==> src/rtl/ones_count_stream_pkg.sv <==
// Shared definitions for the streaming ones counter: FSM state encodings and
// the count-width helper used to size COUNT from the word width.
package ones_count_stream_pkg;

    typedef enum logic [1:0] {
        ST_IDLE = 2'd0,
        ST_BUSY = 2'd1,
        ST_DONE = 2'd2
    } state_t;

    // Bits needed to hold any value 0..n inclusive.
    function automatic int cnt_width(input int n);
        return $clog2(n + 1);
    endfunction

endpackage

==> src/rtl/ones_count_stream_chunk_popcount.sv <==
// Combinational popcount of one CHUNK-bit slice; the top feeds it the low
// bits of its shift register once per BUSY cycle.
module chunk_popcount #(
    parameter int  CHUNK = 4,
    localparam int PC_W  = $clog2(CHUNK + 1)
) (
    input  logic [CHUNK-1:0] bits,
    output logic [PC_W-1:0]  ones
);

    always_comb begin
        ones = '0;
        for (int i = 0; i < CHUNK; i++) begin
            ones = ones + PC_W'(bits[i]);
        end
    end

endmodule

==> src/rtl/ones_count_stream.sv <==
// Multi-cycle streaming population counter with a saturating running total.
// Build option ONES_COUNT_EARLY_EN: finish as soon as the remaining bits are all zero.
//
// state | meaning
// IDLE  | ready for a word (in_ready high)
// BUSY  | counting one CHUNK slice per cycle
// DONE  | count presented (out_valid high) until out_ready
module ones_count_stream
    import ones_count_stream_pkg::*;
#(
    parameter int  WIDTH = 16,
    parameter int  CHUNK = 4,
    parameter int  ACC_W = 16,
    localparam int CNT_W = cnt_width(WIDTH)
) (
    input  logic             clk,
    input  logic             rst_n,
    input  logic             in_valid,
    output logic             in_ready,
    input  logic [WIDTH-1:0] data,
    output logic             out_valid,
    input  logic             out_ready,
    output logic [CNT_W-1:0] count,
    output logic [ACC_W-1:0] total,
    input  logic             clr_total,
    output logic             busy
);

    localparam int NCHUNK = WIDTH / CHUNK;
    localparam int IDX_W  = cnt_width(NCHUNK);
    localparam int PC_W   = $clog2(CHUNK + 1);
    localparam int SUM_W  = ((ACC_W > CNT_W) ? ACC_W : CNT_W) + 1;
    localparam logic [SUM_W-1:0] TOTAL_MAX = SUM_W'({ACC_W{1'b1}});

    state_t           state_q, state_d;
    logic [WIDTH-1:0] shift_q, shift_post;
    logic [CNT_W-1:0] count_q, count_sum;
    logic [IDX_W-1:0] idx_q;
    logic [ACC_W-1:0] total_q, total_base;
    logic [PC_W-1:0]  chunk_ones;
    logic [SUM_W-1:0] total_sum;
    logic             last_chunk, done_entry;

    chunk_popcount #(.CHUNK(CHUNK)) u_chunk_popcount (
        .bits (shift_q[CHUNK-1:0]),
        .ones (chunk_ones)
    );

    assign shift_post = shift_q >> CHUNK;
    assign count_sum  = count_q + CNT_W'(chunk_ones);

`ifdef ONES_COUNT_EARLY_EN
    assign last_chunk = (idx_q == IDX_W'(NCHUNK - 1)) || (shift_post == '0);
`else
    assign last_chunk = (idx_q == IDX_W'(NCHUNK - 1));
`endif

    // Clear wins over the old total but the finishing word is still added.
    assign total_base = clr_total ? '0 : total_q;
    assign total_sum  = SUM_W'(total_base) + SUM_W'(count_sum);

    always_comb begin
        state_d    = state_q;
        in_ready   = 1'b0;
        out_valid  = 1'b0;
        busy       = 1'b0;
        done_entry = 1'b0;
        case (state_q)
            ST_IDLE: begin
                in_ready = rst_n;
                if (in_valid) state_d = ST_BUSY;
            end
            ST_BUSY: begin
                busy = 1'b1;
                if (last_chunk) begin
                    state_d    = ST_DONE;
                    done_entry = 1'b1;
                end
            end
            ST_DONE: begin
                out_valid = 1'b1;
                if (out_ready) state_d = ST_IDLE;
            end
            default: state_d = ST_IDLE;
        endcase
    end

    always_ff @(posedge clk or negedge rst_n) begin
        if (!rst_n) begin
            state_q <= ST_IDLE;
            shift_q <= '0;
            count_q <= '0;
            idx_q   <= '0;
            total_q <= '0;
        end else begin
            state_q <= state_d;
            if (state_q == ST_IDLE && in_valid) begin
                shift_q <= data;
                count_q <= '0;
                idx_q   <= '0;
            end else if (state_q == ST_BUSY) begin
                shift_q <= shift_post;
                count_q <= count_sum;
                idx_q   <= idx_q + IDX_W'(1);
            end
            if (done_entry) begin
                total_q <= (total_sum > TOTAL_MAX) ? ACC_W'(TOTAL_MAX) : total_sum[ACC_W-1:0];
            end else if (clr_total) begin
                total_q <= '0;
            end
        end
    end

    assign count = count_q;
    assign total = total_q;

endmodule

==> config.mk <==
export PLATFORM = sky130hd
export DESIGN_NAME = ones_count_stream
export DESIGN_NICKNAME = d
export VERILOG_FILES = /design/src/rtl/ones_count_stream_pkg.sv /design/src/rtl/ones_count_stream_chunk_popcount.sv /design/src/rtl/ones_count_stream.sv
export SDC_FILE = /design/constraint.sdc
export NUM_CORES = 1
export LEC_CHECK = 0
export BUFFER_PORTS_ARGS = -buffer_cell sky130_fd_sc_hd__buf_2
export CAP_MARGIN = 20
export CORE_MARGIN = 4
export CORE_UTILIZATION = 60
export DETAILED_ROUTE_END_ITERATION = 16
export PLACE_DENSITY_LB_ADDON = 0.3
export REMOVE_ABC_BUFFERS = 1
export SLEW_MARGIN = 20
export SYNTH_ARGS = -nofsm -noshare
export SYNTH_HDL_FRONTEND = slang
export SYNTH_HIERARCHICAL = 1
export SYNTH_SLANG_ARGS = --single-unit
==> constraint.sdc <==
create_clock -name clk -period 10.05 [get_ports clk]
set_clock_uncertainty 0.15 [all_clocks]
set_input_delay 1.5075 -clock clk [delete_from_list [all_inputs] [get_ports clk]]
set_output_delay 1.5075 -clock clk [all_outputs]
set_load 0.03 [all_outputs]
==> results of run 1 <==
[kinds of logic after synthesis]
group,Yosys count,synth area share (%)
muxes,5,2.19
xor gates and xnor gates,10,3.57
AOI/OAI and AO/OA,55,16.2
and+or+nand+nor,118,23.1
buffers and inverters,25,3.98
DFF,42,42.9
adders and majority gates,14,8.07
[worst paths after layout]
check / to / slack, ps
setup reg to reg: total[8] / 5730
max in group asynchronous: total[10] / 7980
hold / removal: shift_q[8] / 330
hold reg to reg: shift_q[8] / 330
setup / recovery: in_ready / 5710
min in group asynchronous: total[4] / 1200
[power breakdown]
part | internal (mW) | switching (mW)
clock | 0.0554 | 0.0551
combinational | 0.156 | 0.274
sequential | 0.223 | 0.0347
[state kept, by name, summed over array words and instances, names as in the netlist]
register	count
count	5
idx_q	3
shift_q	16
state_q	2
total	16
[metrics by stage]
stage               power (mW)  std cells  setup slack, ps
floorplan                0.581        260             5940
global route             0.876        361             5510
finish                   0.798        361             5710
global placement         0.679        353             5660
CTS                      0.806        361             5660
detailed placement       0.692        353             5660
[per-layer routing]
metal  global-route usage, %  part of all wire [%]  wire length, microns  up-vias
met5                       0                     0                     0        -
met4                    5.64                   1.0                    51        0
met3                    4.99                   5.4                   271        6
met2                    36.3                    50                  2510       48
met1                    27.0                    44                  2220      986
li1                        -                     -                     -     1030
[worst min-delay path, cell delays in order (launching register included)]
cell and delay [ps]:
dfrtp_1 350, nand2_1 50, nand2_1 50
[layout make-up]
type	instances	area, sq um
Clock inverter	1	5.00
Timing Repair Buffer	45	228
Inverter	16	61.3
Tap cell	48	60.1
Clock buffer	7	86.3
Fill cell	286	1000
Sequential cell	42	1050
Multi-Input combinational cell	202	1310
[cell usage in the layout, fill, tap and decap left out, drive strengths merged, types with 5 or more instances in the layout]
cell	synthesis	final
o21ai	15	15
nor2	10	10
xnor2	7	7
a21oi	5	5
dfrtp	42	42
buf	3	45
clkbuf	6	7
nand3	8	8
nand2	62	62
a22oi	14	14
ha	11	11
inv	15	15
nor2b	10	10
==> out/metrics.yaml, run 1 <==
crit_chain: "buf_2, nor3b_1, buf_2"
syn_area_sq_um: 2450
slew_headroom_pct: 38.8
hold_depth: 2
dieArea_sq_um: 5170
drive_gt1_share_pct: 19.5
cts_tree: "yes"
cts.sinks: 42
gp_congestion: 0.801
detail_route.wl_per_cell_microns: 14.0
rows: 22
start_util_pct: 64.5
first_global_vias: 1961
synth.most_common_cell: "nand2_1"
ys.flop_type: "dfrtp_1"
io_pins: 45
reg2reg_depth: 13
clkSlewWorstSetupHoldPaths_ps: 70
postCtsHoldBufs: 0
rsz0062_at_grt: "no"
hold_violations: 0
synth_area_leaders: "dfrtp_1 43%, nand2_1 9.3%, ha_1 5.6%"
period_minus_slack_ps: 4340
critPathTopFamily: "buffers and inverters"
yosys_warnings: 6
syn_inst: 269
insertion_delay_ps: 290
antenna_left: 0
powerDensity_nw_per_um2: 285
hpwl_microns: 3730
first_pass_iters: 4
cap_viol_max_count: 0
drtIter0Drc: 108
drt-total-wl_microns: 5050
nets: 347
status: "finished, final reports clean"
drc: 0
place_area_sq_um: 2710
synth.largest_area_cell: "dfrtp_1"
cts_inserted_buffers: 5
n_antenna_cell: 0
die_width_microns: 71.9
cp_num_cells: 3
critPathBufInv: 2
vias_per_cell: 5.73
fin_area_sq_um: 2800
crit_slowest_cell: "buf_2"
synth-seq-cells: 42
cts_setup_buffers: 0
async_flop_share_pct: 100
hold_slack_ps: 332
critPathRequiredTime_ps: 8390
num_vias: 2070
synth_edf_count: 0
slowest_delay_ps: 690
worst_setup_path_end_kind: "primary output"
portBuffers: 44
grt_max_degree: 44
crit_start: "rst_n"
antenna_found_initial: 0
cp-start-kind: "input port"
postLayoutCoreUtil_pct: 73.7
finalCritPeriodShare_pct: 43.1
syn2layout_area_growth_pct: 14.2
avgSynthCellArea_sq_um: 9.11
grt.overflow.total: 0
cts-resized-gates: 0
hp-start: "shift_q[8]"
path_class: "input port to primary output"
synth_commonest_cells: "61 x nand2_1, 42 x dfrtp_1, 15 x inv_1, 15 x o21ai_0, 14 x a22oi_1"
finalSetupViolCount: 0
clockBufferDepth: 2
setup_tns_ps: 0
hold_class: "flop to flop"
r2r-start: "shift_q[0]"
worstMarginPinSlew_ps: 918
ir_drop_mv: 0.208
total_leakage_power_nw: 1.44
crit_fanout: 43
max_freq_mhz: 231
cpMostUsedCell: "buf_2"
die_height_microns: 71.9
cts_root_buf: "clkbuf_8"
synth_top_area_share_pct: 42.9
synth.yosys.seq_area_share_pct: 42.9
cp.arrival_ps: 2680
grt_usage_pct: 21.2
synth.distinct_cells: 49
slew_violations: 0
htree_levels: 2
grt_pass1_wl_microns: 8720
coreArea_sq_um: 3800
Power figures use the tool's default switching activity.
==> run 2, diff against run 1 <==
--- a/config.mk
+++ b/config.mk
@@ -5,10 +5,11 @@
 export SDC_FILE = /design/constraint.sdc
 export NUM_CORES = 1
 export LEC_CHECK = 0
+export ABC_AREA = 1
 export BUFFER_PORTS_ARGS = -buffer_cell sky130_fd_sc_hd__buf_2
 export CAP_MARGIN = 20
 export CORE_MARGIN = 4
-export CORE_UTILIZATION = 60
+export CORE_UTILIZATION = 51
 export DETAILED_ROUTE_END_ITERATION = 16
 export PLACE_DENSITY_LB_ADDON = 0.3
 export REMOVE_ABC_BUFFERS = 1
==> constraint.sdc (replaced) <==
create_clock -name clk -period 3.9 [get_ports clk]
set_clock_uncertainty 0.15 [all_clocks]
set_input_delay 0.585 -clock clk [delete_from_list [all_inputs] [get_ports clk]]
set_output_delay 0.585 -clock clk [all_outputs]
set_load 0.03 [all_outputs]
==> out/metrics.yaml, run 2 <==
vias_per_cell: 5.32
status: "finished, final reports clean"
htree_levels: 2
cp-start-kind: "flop"
slew_headroom_pct: 59.7
die_width_microns: 80.9
n_antenna_cell: 0
hold_class: "input port to async pin"
cts.sinks: 42
layout_common_cells: "73 x nand2_1, 47 x inv_1, 44 x buf_2"
total_leakage_power_nw: 1.64
clkSlewWorstSetupHoldPaths_ps: 90
nets: 405
drt-total-wl_microns: 6250
start_util_pct: 52.7
syn_area_sq_um: 2710
reg2reg_depth: 16
detail_route.wl_per_cell_microns: 14.2
gr-max-usage-layer: "met2"
grt_max_degree: 43
rows: 26
place_area_sq_um: 2990
syn2layout_area_growth_pct: 15.7
cp.arrival_ps: 3820
grt.met3_usage_pct: 4.21
portBuffers: 44
grt_pass1_wl_microns: 10600
synth_area_leaders: "dfrtp_1 39%, nand2_1 10%, inv_1 6.6%"
synth_commonest_cells: "73 x nand2_1, 48 x inv_1, 42 x dfrtp_1"
setup_tns_ps: 0
cts_root_buf: "clkbuf_8"
final_common_cell: "nand2_1"
first_pass_iters: 4
clockBufferDepth: 2
hpwl_microns: 4530
period_minus_slack_ps: 3740
synth.yosys.seq_area_share_pct: 38.8
io_pins: 45
gp_congestion: 0.910
synth-seq-cells: 42
die_height_microns: 80.9
drive_gt1_share_pct: 29.4
antenna_left: 0
cts_inserted_buffers: 5
dieArea_sq_um: 6540
postLayoutCoreUtil_pct: 61.0
synth.most_common_cell: "nand2_1"
powerDensity_nw_per_um2: 710
cap_viol_max_count: 0
synth_edf_count: 0
grt_use_met2_pct: 32.6
worstMarginPinSlew_ps: 604
grtUsageMet1_pct: 29.7
path_class: "flop to flop"
coreArea_sq_um: 5140
worst_setup_path_end_kind: "flop"
syn_inst: 322
async_flop_share_pct: 100
synth_top_area_share_pct: 38.8
hold_slack_ps: 259
yosys_warnings: 6
slew_violations: 0
grt_usage_pct: 21.0
crit_fanout: 4
cts_tree: "yes"
drc: 0
hold_violations: 0
max_freq_mhz: 268
finalSetupViolCount: 0
ir_drop_mv: 0.485
total_power_mw: 2.23
postCtsHoldBufs: 0
critPathRequiredTime_ps: 3980
insertion_delay_ps: 300
antenna_found_initial: 0
fin_area_sq_um: 3140
grt.overflow.total: 0
first_global_vias: 2254
drtIter0Drc: 123
synth.largest_area_cell: "dfrtp_1"
finalCritPeriodShare_pct: 95.8
avgSynthCellArea_sq_um: 8.42
ys.flop_type: "dfrtp_1"
num_vias: 2348
synth.distinct_cells: 41
==> run 2: cell count changes in the layout (fill, tap and decap cells not counted), sizes merged, moves of 7 or more <==
cell	change
nand2	+22
nor2b	-10
a22oi	-14
inv	+43
nor2	+14
o211ai	+7
nand3	+23
nand4	+8
==> run 2: repair_timing <==
| item | in CTS | in global routing |
|---|---|---|
| buffers inserted | 1 | 0 |
| gates resized for setup | 1 | 5 |
| endpoints found under the setup margin | 13 | 16 |
| pin swaps | 2 | 2 |
| cloned | 1 | 0 |
==> run 2: final cells by class <==
class / instances / area [sq um]
fill: 479 / 2000
multi-input combinational: 215 / 1430
sequential: 42 / 1050
timing repair buffer: 48 / 250
inverter: 58 / 225
tap: 70 / 87.6
clock buffer: 5 / 68.8
clock inverter: 3 / 21.3
==> run 2: worst paths after layout <==
kind	slack, ps	end	start
worst max register to register	160	total[14]	shift_q[0]
min in group clk	300	state_q[1]	out_ready
worst min-delay path	260	shift_q[3]	rst_n
max in group asynchronous	2960	shift_q[6]	rst_n
worst min register to register	340	shift_q[11]	shift_q[11]
worst max-delay path	160	total[14]	shift_q[0]
==> run 2: logic make-up (layout without fill, tap and decap cells) <==
family	after synthesis	after routing	synth area share, %
DFF	42	42	38.8
adders and majority gates	14	14	7.29
buffers and inverters	66	114	10.1
AOI/OAI and AO/OA	39	39	9.93
and+or+nand+nor	159	160	33.3
xor gates and xnor gates	2	2	0.646
==> run 2: stage by stage <==
step,worst slack (ps),std cells
after floorplan,313,314
after global placement,129,431
after detailed placement,-46.7,431
after CTS,68.3,441
after global routing,-21.2,441
final,165,441
==> run 2: per-layer routing <==
metal	share of wire, %	routed length (microns)
met1	47	2920
met2	46	2900
met3	5.4	339
met4	1.6	99
met5	0	0
==> run 2: critical path, cell delays in order, from the launching register on <==
cell,delay [ps]
dfrtp_1,360
inv_1,60
fa_1,540
inv_1,50
ha_1,280
ha_1,230
fa_2,540
inv_1,70
fa_1,450
nand3b_2,250
nand3_4,130
nand3_2,100
nand2_2,100
nand4_1,140
nand2_1,100
inv_1,40
nor2_1,80
==> run 2: where the power goes <==
part,total (mW),switching [mW],internal (mW)
logic,1.28,0.813,0.465
clock network,0.289,0.163,0.126
registers,0.659,0.0840,0.575
total,2.23,1.06,1.17
